==> src/rtl/seg_display_scan.sv <==
`default_nettype none
// ============================================================================
//  Module      : seg_display_scan
//  Description : Scans four BCD digits onto a 4-digit common-anode 7-segment
//                display, blinking the selected field while adjusting.
//                Optional macro LEADING_ZERO_BLANK_EN blanks a leading zero
//                in the tens-of-minutes digit.
//  Revision    : 1.0 - initial release
// ============================================================================
module seg_display_scan #(
    parameter int REFRESH_DIV = 100000,
    parameter int BLINK_DIV   = 25000000
) (
    input  logic       clk,
    input  logic       reset,
    input  logic [3:0] min1,
    input  logic [3:0] min0,
    input  logic [3:0] sec1,
    input  logic [3:0] sec0,
    input  logic [1:0] adjust,
    input  logic       select,
    output logic [6:0] seg,
    output logic       dp,
    output logic [3:0] an
);

    localparam int c_REF_W   = (REFRESH_DIV > 1) ? $clog2(REFRESH_DIV) : 1;
    localparam int c_BLINK_W = (BLINK_DIV > 1) ? $clog2(BLINK_DIV) : 1;
    localparam logic [c_REF_W-1:0]   c_REF_LAST   = c_REF_W'(REFRESH_DIV - 1);
    localparam logic [c_BLINK_W-1:0] c_BLINK_LAST = c_BLINK_W'(BLINK_DIV - 1);
    localparam logic [6:0]           c_SEG_OFF    = 7'h7F;

    logic [c_REF_W-1:0]   r_refresh_cnt;
    logic [1:0]           r_digit_idx;
    logic [c_BLINK_W-1:0] r_blink_cnt;
    logic                 r_blink_vis;
    logic [6:0]           r_seg;
    logic [3:0]           r_an;

    logic [3:0] w_digit;
    logic [6:0] w_dec;
    logic [6:0] w_seg_next;
    logic       w_adjusting;
    logic       w_in_sel;

    assign w_adjusting = |adjust;
    // Seconds pair lives at idx0/1 (idx[1]=0), minutes pair at idx2/3.
    assign w_in_sel    = (r_digit_idx[1] != select);

    always_comb begin
        w_digit = sec0;
        case (r_digit_idx)
            2'd0: w_digit = sec0;
            2'd1: w_digit = sec1;
            2'd2: w_digit = min0;
            2'd3: w_digit = min1;
            default: w_digit = sec0;
        endcase
    end

    always_comb begin
        w_dec = 7'h3F;
        case (w_digit)
            4'd0: w_dec = 7'h40;
            4'd1: w_dec = 7'h79;
            4'd2: w_dec = 7'h24;
            4'd3: w_dec = 7'h30;
            4'd4: w_dec = 7'h19;
            4'd5: w_dec = 7'h12;
            4'd6: w_dec = 7'h02;
            4'd7: w_dec = 7'h78;
            4'd8: w_dec = 7'h00;
            4'd9: w_dec = 7'h10;
            default: w_dec = 7'h3F;
        endcase
    end

    always_comb begin
        w_seg_next = w_dec;
`ifdef LEADING_ZERO_BLANK_EN
        // Keep the zero visible while the minutes field is being edited.
        if (r_digit_idx == 2'd3 && min1 == 4'd0 && !(w_adjusting && !select))
            w_seg_next = c_SEG_OFF;
`endif
        if (w_adjusting && !r_blink_vis && w_in_sel)
            w_seg_next = c_SEG_OFF;
    end

    always_ff @(posedge clk) begin
        if (reset) begin
            r_refresh_cnt <= '0;
            r_digit_idx   <= 2'd0;
        end else if (r_refresh_cnt == c_REF_LAST) begin
            r_refresh_cnt <= '0;
            r_digit_idx   <= r_digit_idx + 2'd1;
        end else begin
            r_refresh_cnt <= r_refresh_cnt + 1'b1;
        end
    end

    // Blink phase restarts visible on every entry into adjust mode.
    always_ff @(posedge clk) begin
        if (reset || !w_adjusting) begin
            r_blink_cnt <= '0;
            r_blink_vis <= 1'b1;
        end else if (r_blink_cnt == c_BLINK_LAST) begin
            r_blink_cnt <= '0;
            r_blink_vis <= ~r_blink_vis;
        end else begin
            r_blink_cnt <= r_blink_cnt + 1'b1;
        end
    end

    always_ff @(posedge clk) begin
        if (reset) begin
            r_an  <= 4'b1111;
            r_seg <= c_SEG_OFF;
        end else begin
            r_an  <= ~(4'b0001 << r_digit_idx);
            r_seg <= w_seg_next;
        end
    end

    assign an  = r_an;
    assign seg = r_seg;
    assign dp  = 1'b1;

endmodule
`default_nettype wire
==> config.mk <==
export PLATFORM = sky130hd
export DESIGN_NAME = seg_display_scan
export DESIGN_NICKNAME = d
export VERILOG_FILES = /design/src/rtl/seg_display_scan.sv
export SDC_FILE = /design/constraint.sdc
export NUM_CORES = 1
export LEC_CHECK = 0
export BUFFER_PORTS_ARGS = -buffer_cell sky130_fd_sc_hd__buf_2
export CAP_MARGIN = 20
export CORE_MARGIN = 10
export CORE_UTILIZATION = 56
export CTS_CLUSTER_DIAMETER = 200
export DETAILED_ROUTE_END_ITERATION = 16
export PLACE_DENSITY = 0.74
export SLEW_MARGIN = 0
export SYNTH_ARGS = -nofsm -noshare
export SYNTH_HDL_FRONTEND = slang
export SYNTH_SLANG_ARGS = --single-unit
==> constraint.sdc <==
create_clock -name clk -period 2.65 [get_ports clk]
set_input_delay 0.53 -clock clk [delete_from_list [all_inputs] [get_ports clk]]
set_output_delay 0.53 -clock clk [all_outputs]
set_load 0.005 [all_outputs]
* Word-level counts from Yosys, hierarchy flattened *
Memories as Yosys holds them, arrays and structs flattened. A register that Yosys moved wholly into a read port is not among the register bits.
Index checks and enable logic that the tools add are counted.

word-level totals
  logic and storage cells = 29
  memory bits (read-only) = 112
  output and inout port bits = 12
  bits of input ports = 21
  flip-flop bits (word level) = 49
  memories = 1

memory list
  memory            depth  bits a word  read ports  clocked after Yosys merged registers in  wr ports  RTL line  source
  (name not given)  16     7            1           1                                        0         63        case (w_digit)

operators by class
  shift-type cells = 1
  add/sub/neg operators = 3
  reduce and logical (&&, ||, !) cells = 10
  bitwise gates (word level) = 2
  multiplexer cells = 1
  eq/ne operators = 6

operators by type and width
  cell                                                                    count
  25-bit by 1-bit adder with 25-bit output (second input constant)        1
  25-bit equality test (second input constant)                            1
  17-bit by 1-bit adder with 17-bit output (second input constant)        1
  17-bit equality test (second input constant)                            1
  4-bit one-hot mux with 4 select lines                                   1
  2-bit OR reduction                                                      4
  2-bit equality test (second input constant)                             2
  4-bit inverter                                                          1
  1-bit by 2-bit << shifter with 4-bit output (first input constant)      1
  2-bit by 1-bit adder with 2-bit output (second input constant)          1
  2-bit by 1-bit equality test with 1-bit output (second input constant)  1
  1-bit logical AND                                                       2
  1-bit zero test                                                         2
  2-bit zero test                                                         1
  1-bit logical OR                                                        1
  1-bit inequality test                                                   1
  1-bit inverter                                                          1

* Depth between registers and ports, before layout *
Gate-level depths: netlist of run 1.

  word-level depth = 4
  depth in mapped cells = 9
  depth with buffers taken out = 9

* Worst setup path before layout of run 1 *
OpenSTA, ideal clock, no wires.

  path type = flip-flop to flip-flop
  from = register r_digit_idx[1]
  to = register r_seg[3], in the netlist seg[3]
  period minus slack after synthesis = 2.125 ns
  data required time = 2.522 ns
  buffers on the path = 1
  path slack = 0.525 ns
  stages on the path, launching flop included = 10
  arrival = 1.996 ns
  setup time = 0.128 ns
  cell sequence = dfxtp_1 > inv_1 > ha_1 > clkbuf_1 > mux2i_1 > inv_1 > ha_1 > inv_1 > o21ai_0 > nand3_1

on the way
  longest elaborated chain between the ends = 3
  elaborated cells on any way between the ends = 8
  those cells by class = 4 x eq/ne; 1 x mux; 3 x reduce/logical

RTL lines
  what                                                                           RTL line  source
  from (decl)                                                                    34        logic [1:0] r_digit_idx;
  from (signal assigned)                                                         95        r_digit_idx <= r_digit_idx + 2'd1;
  branches (longest 3 deep; another with 4-bit one-hot mux with 4 select lines)  --
  to (decl)                                                                      37        logic [6:0] r_seg;

Parallel ways; which one is timed is not known.
A chain may end at the register's enable or synchronous reset.

* Worst setup path after layout of run 1 *
  from = register r_digit_idx[0]
  to = register r_seg[3], in the netlist seg[3]

on the way
  longest elaborated chain between the ends = 2
  elaborated cells on any way between the ends = 5
  those cells by class = 3 x eq/ne; 1 x mux; 1 x reduce/logical

RTL lines
  what                                         RTL line  source
  2-bit equality test (tied with other cells)  52        case (r_digit_idx)
  4-bit one-hot mux with 4 select lines (*)    52

Mark *: on every way between the ends. The rest lies on a longest branch, timed or not.

==> metrics.md, run 1 <==
| Metric | Value |
|---|---|
| Drt pass-1 iters | 4 |
| Reg2reg start | r_digit_idx[0] |
| Post-Syn Nets | 334 |
| Final setup TNS | 0 ps |
| Overflow after GRT | 0 |
| Syn Inst Count | 303 |
| Largest net degree at the start of global routing | 26 |
| Share of post-route cells with drive strength above 1 | 0.148 |
| Met3 usage | 0.0377 |
| Most numerous cell in the Yosys netlist | dfxtp_1 |
| IO Pins | 33 |
| Area grow syn2layout | 10.4% |
| WHS | 458 ps |
| Unrepaired setup endpoints after global routing | false |
| Ys flop type | dfxtp_1 |
| H-tree depth | 2 |
| Cell-by-cell trace of the critical path | inv_1 > ha_1 > a222oi_1 > mux2i_1 > or4b_2 > nand3_1 |
| Worst Setup End Kind | flip-flop |
| Critical Path End | seg[3] |
| Post-CTS setup repair buffer count | 0 |
| R2r worst-path depth | 6 |
| Critical path peak fanout | 11 |
| Clk buf depth | 2 |
| CP Buf/Inv Count | 1 |
| Peak VDD IR | 0.376 mV |
| Final nets | 361 |
| Async SR Flop Fraction | 0 |
| Hold Path Class | flip-flop to flip-flop |
| Crit Path Class | flip-flop to flip-flop |
| Post-CTS Resized | 0 |
| GRT Resource Usage Total | 0.136 |
| Grt met1 use | 0.155 |
| TritonCTS Buffers | 5 |
| Via count | 2189 |
| Outcome | finished, final reports clean |
| Worst slew margin | 0.471 |
| TritonCTS clock tree | done |
| Post-synth EDFFs | 0 |
| Final GP Congestion | 0.815 |
| # rows | 24 |
| Min Clock Period, post-route | 2360 ps |
| First-pass GRT wire length | 8.87 mm |
| Critical R2R Capture | seg[3] |
| Register area share after synthesis | 0.426 |
| P per Cell Area | 483 nW/um2 |
| Die height | 88.6 um |
| Mapped Area | 2630 um2 |
| Static Leakage | 1.07 nW |
| Clock sink count | 56 |
| Top cells by area, synth | dfxtp_1 43%, ha_1 4.8%, nor2_1 4.7%, xor2_1 4.7%, o21ai_0 3.4% |
| Ant. Diodes | 0 |
| Initial DRC count | 73 |
| Clock slew seen by the registers of the worst setup and hold paths | 100 ps |
| Seq cells post-synth | 56 |
| Met2 usage | 0.236 |
| CP Launch Point | r_digit_idx[0] |
| Cts hold-fix bufs | 0 |
| Clock root buffer | clkbuf_8 |
| Final Hold Vio Count | 0 |
| Port bufs | 31 |
| Final setup fails | 0 |
| Critical path data required time | 2890 ps |
| Vias in the first global route | 2102 |
| Delay-heaviest family, CP | simple AND/OR/NAND/NOR gates |
| Maxcap violations | 0 |
| DRC violations left | 0 |
| Final slew viol count | 0 |
| Worst stage delay on the critical path | 770 ps |
| Clk_skew | 8.12 ps |
| Starting Density | 0.593 |
| Util after Layout | 0.654 |
| Slowest stage cell, crit path | or4b_2 |
| Worst-Margin Slew | 771 ps |
| Most Crowded Layer GR | met2 |
| DP Area | 2820 um2 |
| Data arrival, critical path | 2600 ps |
| HPWL Detailed | 3.85 mm |
| Core box area | 4440 um2 |
| F_max | 424 MHz |
| Clock Latency Late Sink | 300 ps |
| Synth cell types | 41 |
| Top cells by count, synth | 56 x dfxtp_1, 33 x nor2_1, 18 x o21ai_0 |
| WP depth | 6 |
| Initial antenna violation count | 0 |
| Antenna Violating Nets Remaining | 0 |
| Die area | 7850 um2 |
| Hold Path Depth | 1 |
| Routed WL per cell | 13.7 um |
| Vias/cell | 5.72 |
| Die extent in x | 88.6 um |
| Reg-to-reg slack, setup | 290 ps |
| Final wirelength | 5.24 mm |
| Ys Warns | 0 |
| Synth Area per Inst | 8.69 um2 |
| Total Power | 0.00140 W |
| Setup crit start kind | flip-flop |
| Design Area, Final | 2910 um2 |
| Yosys top cell area share | 0.426 |
| Post-synth top area cell | dfxtp_1 |
| Post-route clock period utilization | 0.890 |
through the flow:
stage,std cells,setup WS (ps)
6_report,383,292
3_3_place_gp,375,410
3_5_place_dp,375,309
4_1_cts,383,262
2_1_floorplan,303,525
5_1_grt,383,56.8
power by group:
part	switching (W)	internal (W)
registers	0.00000721	0.000856
logic	0.0000492	0.0000380
clock network	0.000265	0.000188
total	0.000321	0.00108
cell usage in the layout, fill, tap and decap left out, types with 4 or more instances in the layout:
| cell | netlist | routed |
|---|---|---|
| inv_1 | 17 | 17 |
| xnor2_1 | 10 | 10 |
| nand2_1 | 15 | 15 |
| o31ai_1 | 5 | 5 |
| and3_1 | 5 | 5 |
| nor2_1 | 33 | 33 |
| nor4_1 | 4 | 4 |
| a222oi_1 | 4 | 4 |
| nand4_1 | 14 | 14 |
| buf_2 | 2 | 31 |
| mux2i_1 | 5 | 5 |
| a21oi_1 | 17 | 17 |
| or3_1 | 9 | 9 |
| dfxtp_1 | 56 | 56 |
| nand3_1 | 15 | 15 |
| o21ai_0 | 18 | 18 |
| and4_1 | 5 | 5 |
| ha_1 | 10 | 10 |
| or4_1 | 7 | 7 |
| xor2_1 | 14 | 14 |
| clkbuf_8 | 0 | 5 |
layout make-up:
type | count | area (um2)
Tap cell | 52 | 65.1
Clock inverter | 2 | 16.3
Sequential cell | 56 | 1120
Fill cell | 401 | 1540
Timing Repair Buffer | 34 | 178
Inverter | 17 | 63.8
Clock buffer | 6 | 72.6
Multi-Input combinational cell | 216 | 1390
state kept, by name (all words and copies together), names as in the netlist:
name and flops:
r_blink_cnt 25, r_refresh_cnt 17, r_blink_vis 1, r_digit_idx 2, an 4, seg 7
metal layers:
metal	routed length (um)	vias to the layer above	part of all wire
li1	-	1134	-
met1	2440	1000	0.47
met2	2380	50	0.45
met3	353	5	0.067
met4	61	0	0.012
met5	0	-	0
kinds of logic after synthesis:
family,share of synthesized area
other,0.00142
AO/OA/AOI/OAI,0.119
flip-flops,0.426
AND/OR/NAND/NOR,0.257
multiplexers,0.0233
buffers and inverters,0.0466
XOR/XNOR,0.0798
adder cells (fa/ha/maj),0.0475
worst reg2reg max path: stages (launching register included):
cell,delay [ps]
dfxtp_1,400
inv_1,100
ha_1,250
a222oi_1,350
mux2i_1,330
or4b_2,770
nand3_1,90
worst min path at each step:
| stage | to | startpoint |
|---|---|---|
| 6_report | r_refresh_cnt[0] | r_refresh_cnt[0] |
| 5_1_grt | r_digit_idx[0] | reset |
| 4_1_cts | r_digit_idx[0] | reset |
| 3_5_place_dp | r_blink_cnt[0] | r_blink_cnt[0] |
| 3_3_place_gp | r_blink_cnt[0] | r_blink_cnt[0] |
| 2_1_floorplan | r_refresh_cnt[0] | r_refresh_cnt[0] |
Power figures use the tool's default switching activity.
==> inputs of run 2 (changes only) <==
--- a/config.mk
+++ b/config.mk
@@ -7,11 +7,12 @@
 export LEC_CHECK = 0
 export BUFFER_PORTS_ARGS = -buffer_cell sky130_fd_sc_hd__buf_2
 export CAP_MARGIN = 20
+export CORE_ASPECT_RATIO = 1.25
 export CORE_MARGIN = 10
 export CORE_UTILIZATION = 56
 export CTS_CLUSTER_DIAMETER = 200
 export DETAILED_ROUTE_END_ITERATION = 16
-export PLACE_DENSITY = 0.74
+export PLACE_DENSITY = 0.77
 export SLEW_MARGIN = 0
 export SYNTH_ARGS = -nofsm -noshare
 export SYNTH_HDL_FRONTEND = slang
==> run 2 against run 1 <==
Maximum frequency is 8.3% higher. Clock-buffer cell count is 1 lower. Critical path depth is 1 lower. Core utilization is 0.71 points higher. Register-to-register slack better by 180 ps. Final cell count is 1.8% higher. Setup slack better by 180 ps. Critical path type unchanged.
==> metrics.md, run 2 (synthesis gave the netlist of run 1 again) <==
| Metric | Value |
|---|---|
| Outcome | finished, final reports clean |
| Ant. Diodes | 0 (unchanged) |
| Clock Latency Late Sink | 320 ps (+20 ps) |
| Unrepaired setup endpoints after global routing | false |
| Final nets | 362 (+0.28%) |
| Initial DRC count | 143 (+96%) |
| Hold Path Depth | 1 (unchanged) |
| HPWL Detailed | 3.73 mm (-3.2%) |
| Crit Path Class | flip-flop to flip-flop |
| Vias in the first global route | 2088 (-0.67%) |
| Clk_skew | 13.5 ps (+5.42 ps) |
| Cell repeated most along the worst path | or4_1 |
| Critical path peak fanout | 10 (-1) |
| Min Clock Period, post-route | 2180 ps (-180 ps) |
| Cts hold-fix bufs | 0 (unchanged) |
| Final wirelength | 5.13 mm (-2.0%) |
| Post-route clock period utilization | 0.822 (-0.0679) |
| Die area | 7860 um2 (+0.22%) |
| Critical path data required time | 2900 ps (about the same) |
| R2r worst-path depth | 5 (-1) |
| Setup slack after layout | 472 ps (+180 ps) |
| TritonCTS clock tree | done |
| Die height | 96.7 um (+9.1%) |
| Final GP Congestion | 0.842 (+3.3%) |
| P per Cell Area | 543 nW/um2 (+12%) |
| Drt pass-1 iters | 6 (+2) |
| Commonest non-fill, non-tap cells in the layout | 56 x dfxtp_1, 33 x nor2_1, 31 x buf_2, 18 x o21ai_0 |
| Port bufs | 31 (unchanged) |
| Worst stage delay on the critical path | 700 ps (-70 ps) |
| Maxcap violations | 0 (unchanged) |
| Largest net degree at the start of global routing | 26 (unchanged) |
| Hold Path Origin | r_refresh_cnt[0] |
| Post-Place Setup Slack | 475 ps (+166 ps) |
| Core box area | 4490 um2 (+1.1%) |
| Area grow syn2layout | 12.8% |
| WHS | 451 ps (-7.13 ps) |
| Data arrival, critical path | 2430 ps (-170 ps) |
| Routed WL per cell | 13.2 um (-3.8%) |
| F_max | 459 MHz (+8.3%) |
| Total Power | 0.00161 W (+15%) |
| Clk buf depth | 2 (unchanged) |
| First-pass GRT wire length | 9.01 mm (+1.6%) |
| H-tree depth | 2 (unchanged) |
| Max reg flops | 25 (unchanged) |
| Post-CTS setup repair buffer count | 0 (unchanged) |
| Clock slew seen by the registers of the worst setup and hold paths | 100 ps (about the same) |
| Clock sink count | 56 (unchanged) |
| Worst Setup End Kind | flip-flop |
| TritonCTS Buffers | 5 (unchanged) |
| Clock root buffer | clkbuf_8 |
| Cell-by-cell trace of the critical path | ha_1 > nand4_1 > or4_1 > or4_1 > a21oi_1 |
| Starting Density | 0.586 (-0.00644) |
| Vias/cell | 5.68 (-0.63%) |
| Most common cell after layout, fill and taps aside | dfxtp_1 |
| Overflow after GRT | 0 (unchanged) |
| Post-CTS Resized | 0 (unchanged) |
| Finished Layout Cells | 390 (+1.8%) |
| GRT Resource Usage Total | 0.135 (-0.00109) |
| Critical R2R Capture | r_blink_cnt[24] |
| Worst slew margin | 0.675 (+0.204) |
| Worst-Margin Slew | 473 ps (-298 ps) |
| Reg-to-reg slack, setup | 470 ps (+180 ps) |
| Slowest stage cell, crit path | or4_1 |
| Hold Path Sink | r_refresh_cnt[0] |
| Share of post-route cells with drive strength above 1 | 0.154 (+0.00558) |
| Die extent in x | 81.3 um (-8.2%) |
| Placed cell count | 382 (+1.9%) |
| Setup crit start kind | flip-flop |
| Antenna Violating Nets Remaining | 0 (unchanged) |
| Hold Path Class | flip-flop to flip-flop |
| Most flop-heavy register | r_blink_cnt |
| Reg2reg start | r_blink_cnt[0] |
| DRC violations left | 0 (unchanged) |
| CP Launch Point | r_blink_cnt[0] |
| Peak VDD IR | 0.321 mV (-15%) |
| # rows | 27 (+13%) |
| Final setup fails | 0 (unchanged) |
| Final slew viol count | 0 (unchanged) |
| Via count | 2215 (+1.2%) |
| Final setup TNS | 0 ps (unchanged) |
| Initial antenna violation count | 0 (unchanged) |
| Static Leakage | 1.10 nW (+3.0%) |
| Final Hold Vio Count | 0 (unchanged) |
| IO Pins | 33 (unchanged) |
-- run 2: worst max path at each step --
stage,endpoint,slack (ps),cells past startpoint
after floorplan,seg[3],530,9
after global placement,r_blink_cnt[24],540,5
after detailed placement,r_blink_cnt[24],470,5
after CTS,r_blink_cnt[24],470,5
after global routing,seg[0],280,6
final,r_blink_cnt[24],470,5
-- run 2: power by group --
| group | switching [W] | leakage [nW] | total (W) | internal (W) |
|---|---|---|---|---|
| Clock | 0.000281 | 0.0687 | 0.000662 | 0.000380 |
| Sequential | 0.00000671 | 0.455 | 0.000863 | 0.000856 |
| Combinational | 0.0000483 | 0.581 | 0.0000872 | 0.0000389 |
-- run 2: worst max-delay path: cells and delay by family, from the launching register on --
kind                     cells  cell delay (ps)
flip-flops                   1              360
adder cells (fa/ha/maj)      1              220
AO/OA/AOI/OAI                1              140
AND/OR/NAND/NOR              3             1390
-- run 2: per-layer routing --
metal,wire [um],track usage,part of all wire
met3,445,0.0370,0.087
met4,94,0.0611,0.018
met5,0,0,0
met2,2380,0.223,0.46
met1,2210,0.155,0.43
-- run 2: layout make-up --
| type | count | area (um2) |
|---|---|---|
| clock buffer | 5 | 68.8 |
| clock inverter | 3 | 68.8 |
| fill | 361 | 1520 |
| inverter | 17 | 63.8 |
| multi-input combinational | 216 | 1390 |
| sequential | 56 | 1120 |
| tap | 58 | 72.6 |
| timing repair buffer | 35 | 185 |
-- run 2: through the flow --
step | utilization | cell area (um2)
6_report | 0.661 | 2970
4_1_cts | 0.661 | 2970
3_5_place_dp | 0.630 | 2830
2_1_floorplan | - | 2630
3_3_place_gp | 0.630 | 2830
5_1_grt | 0.661 | 2970
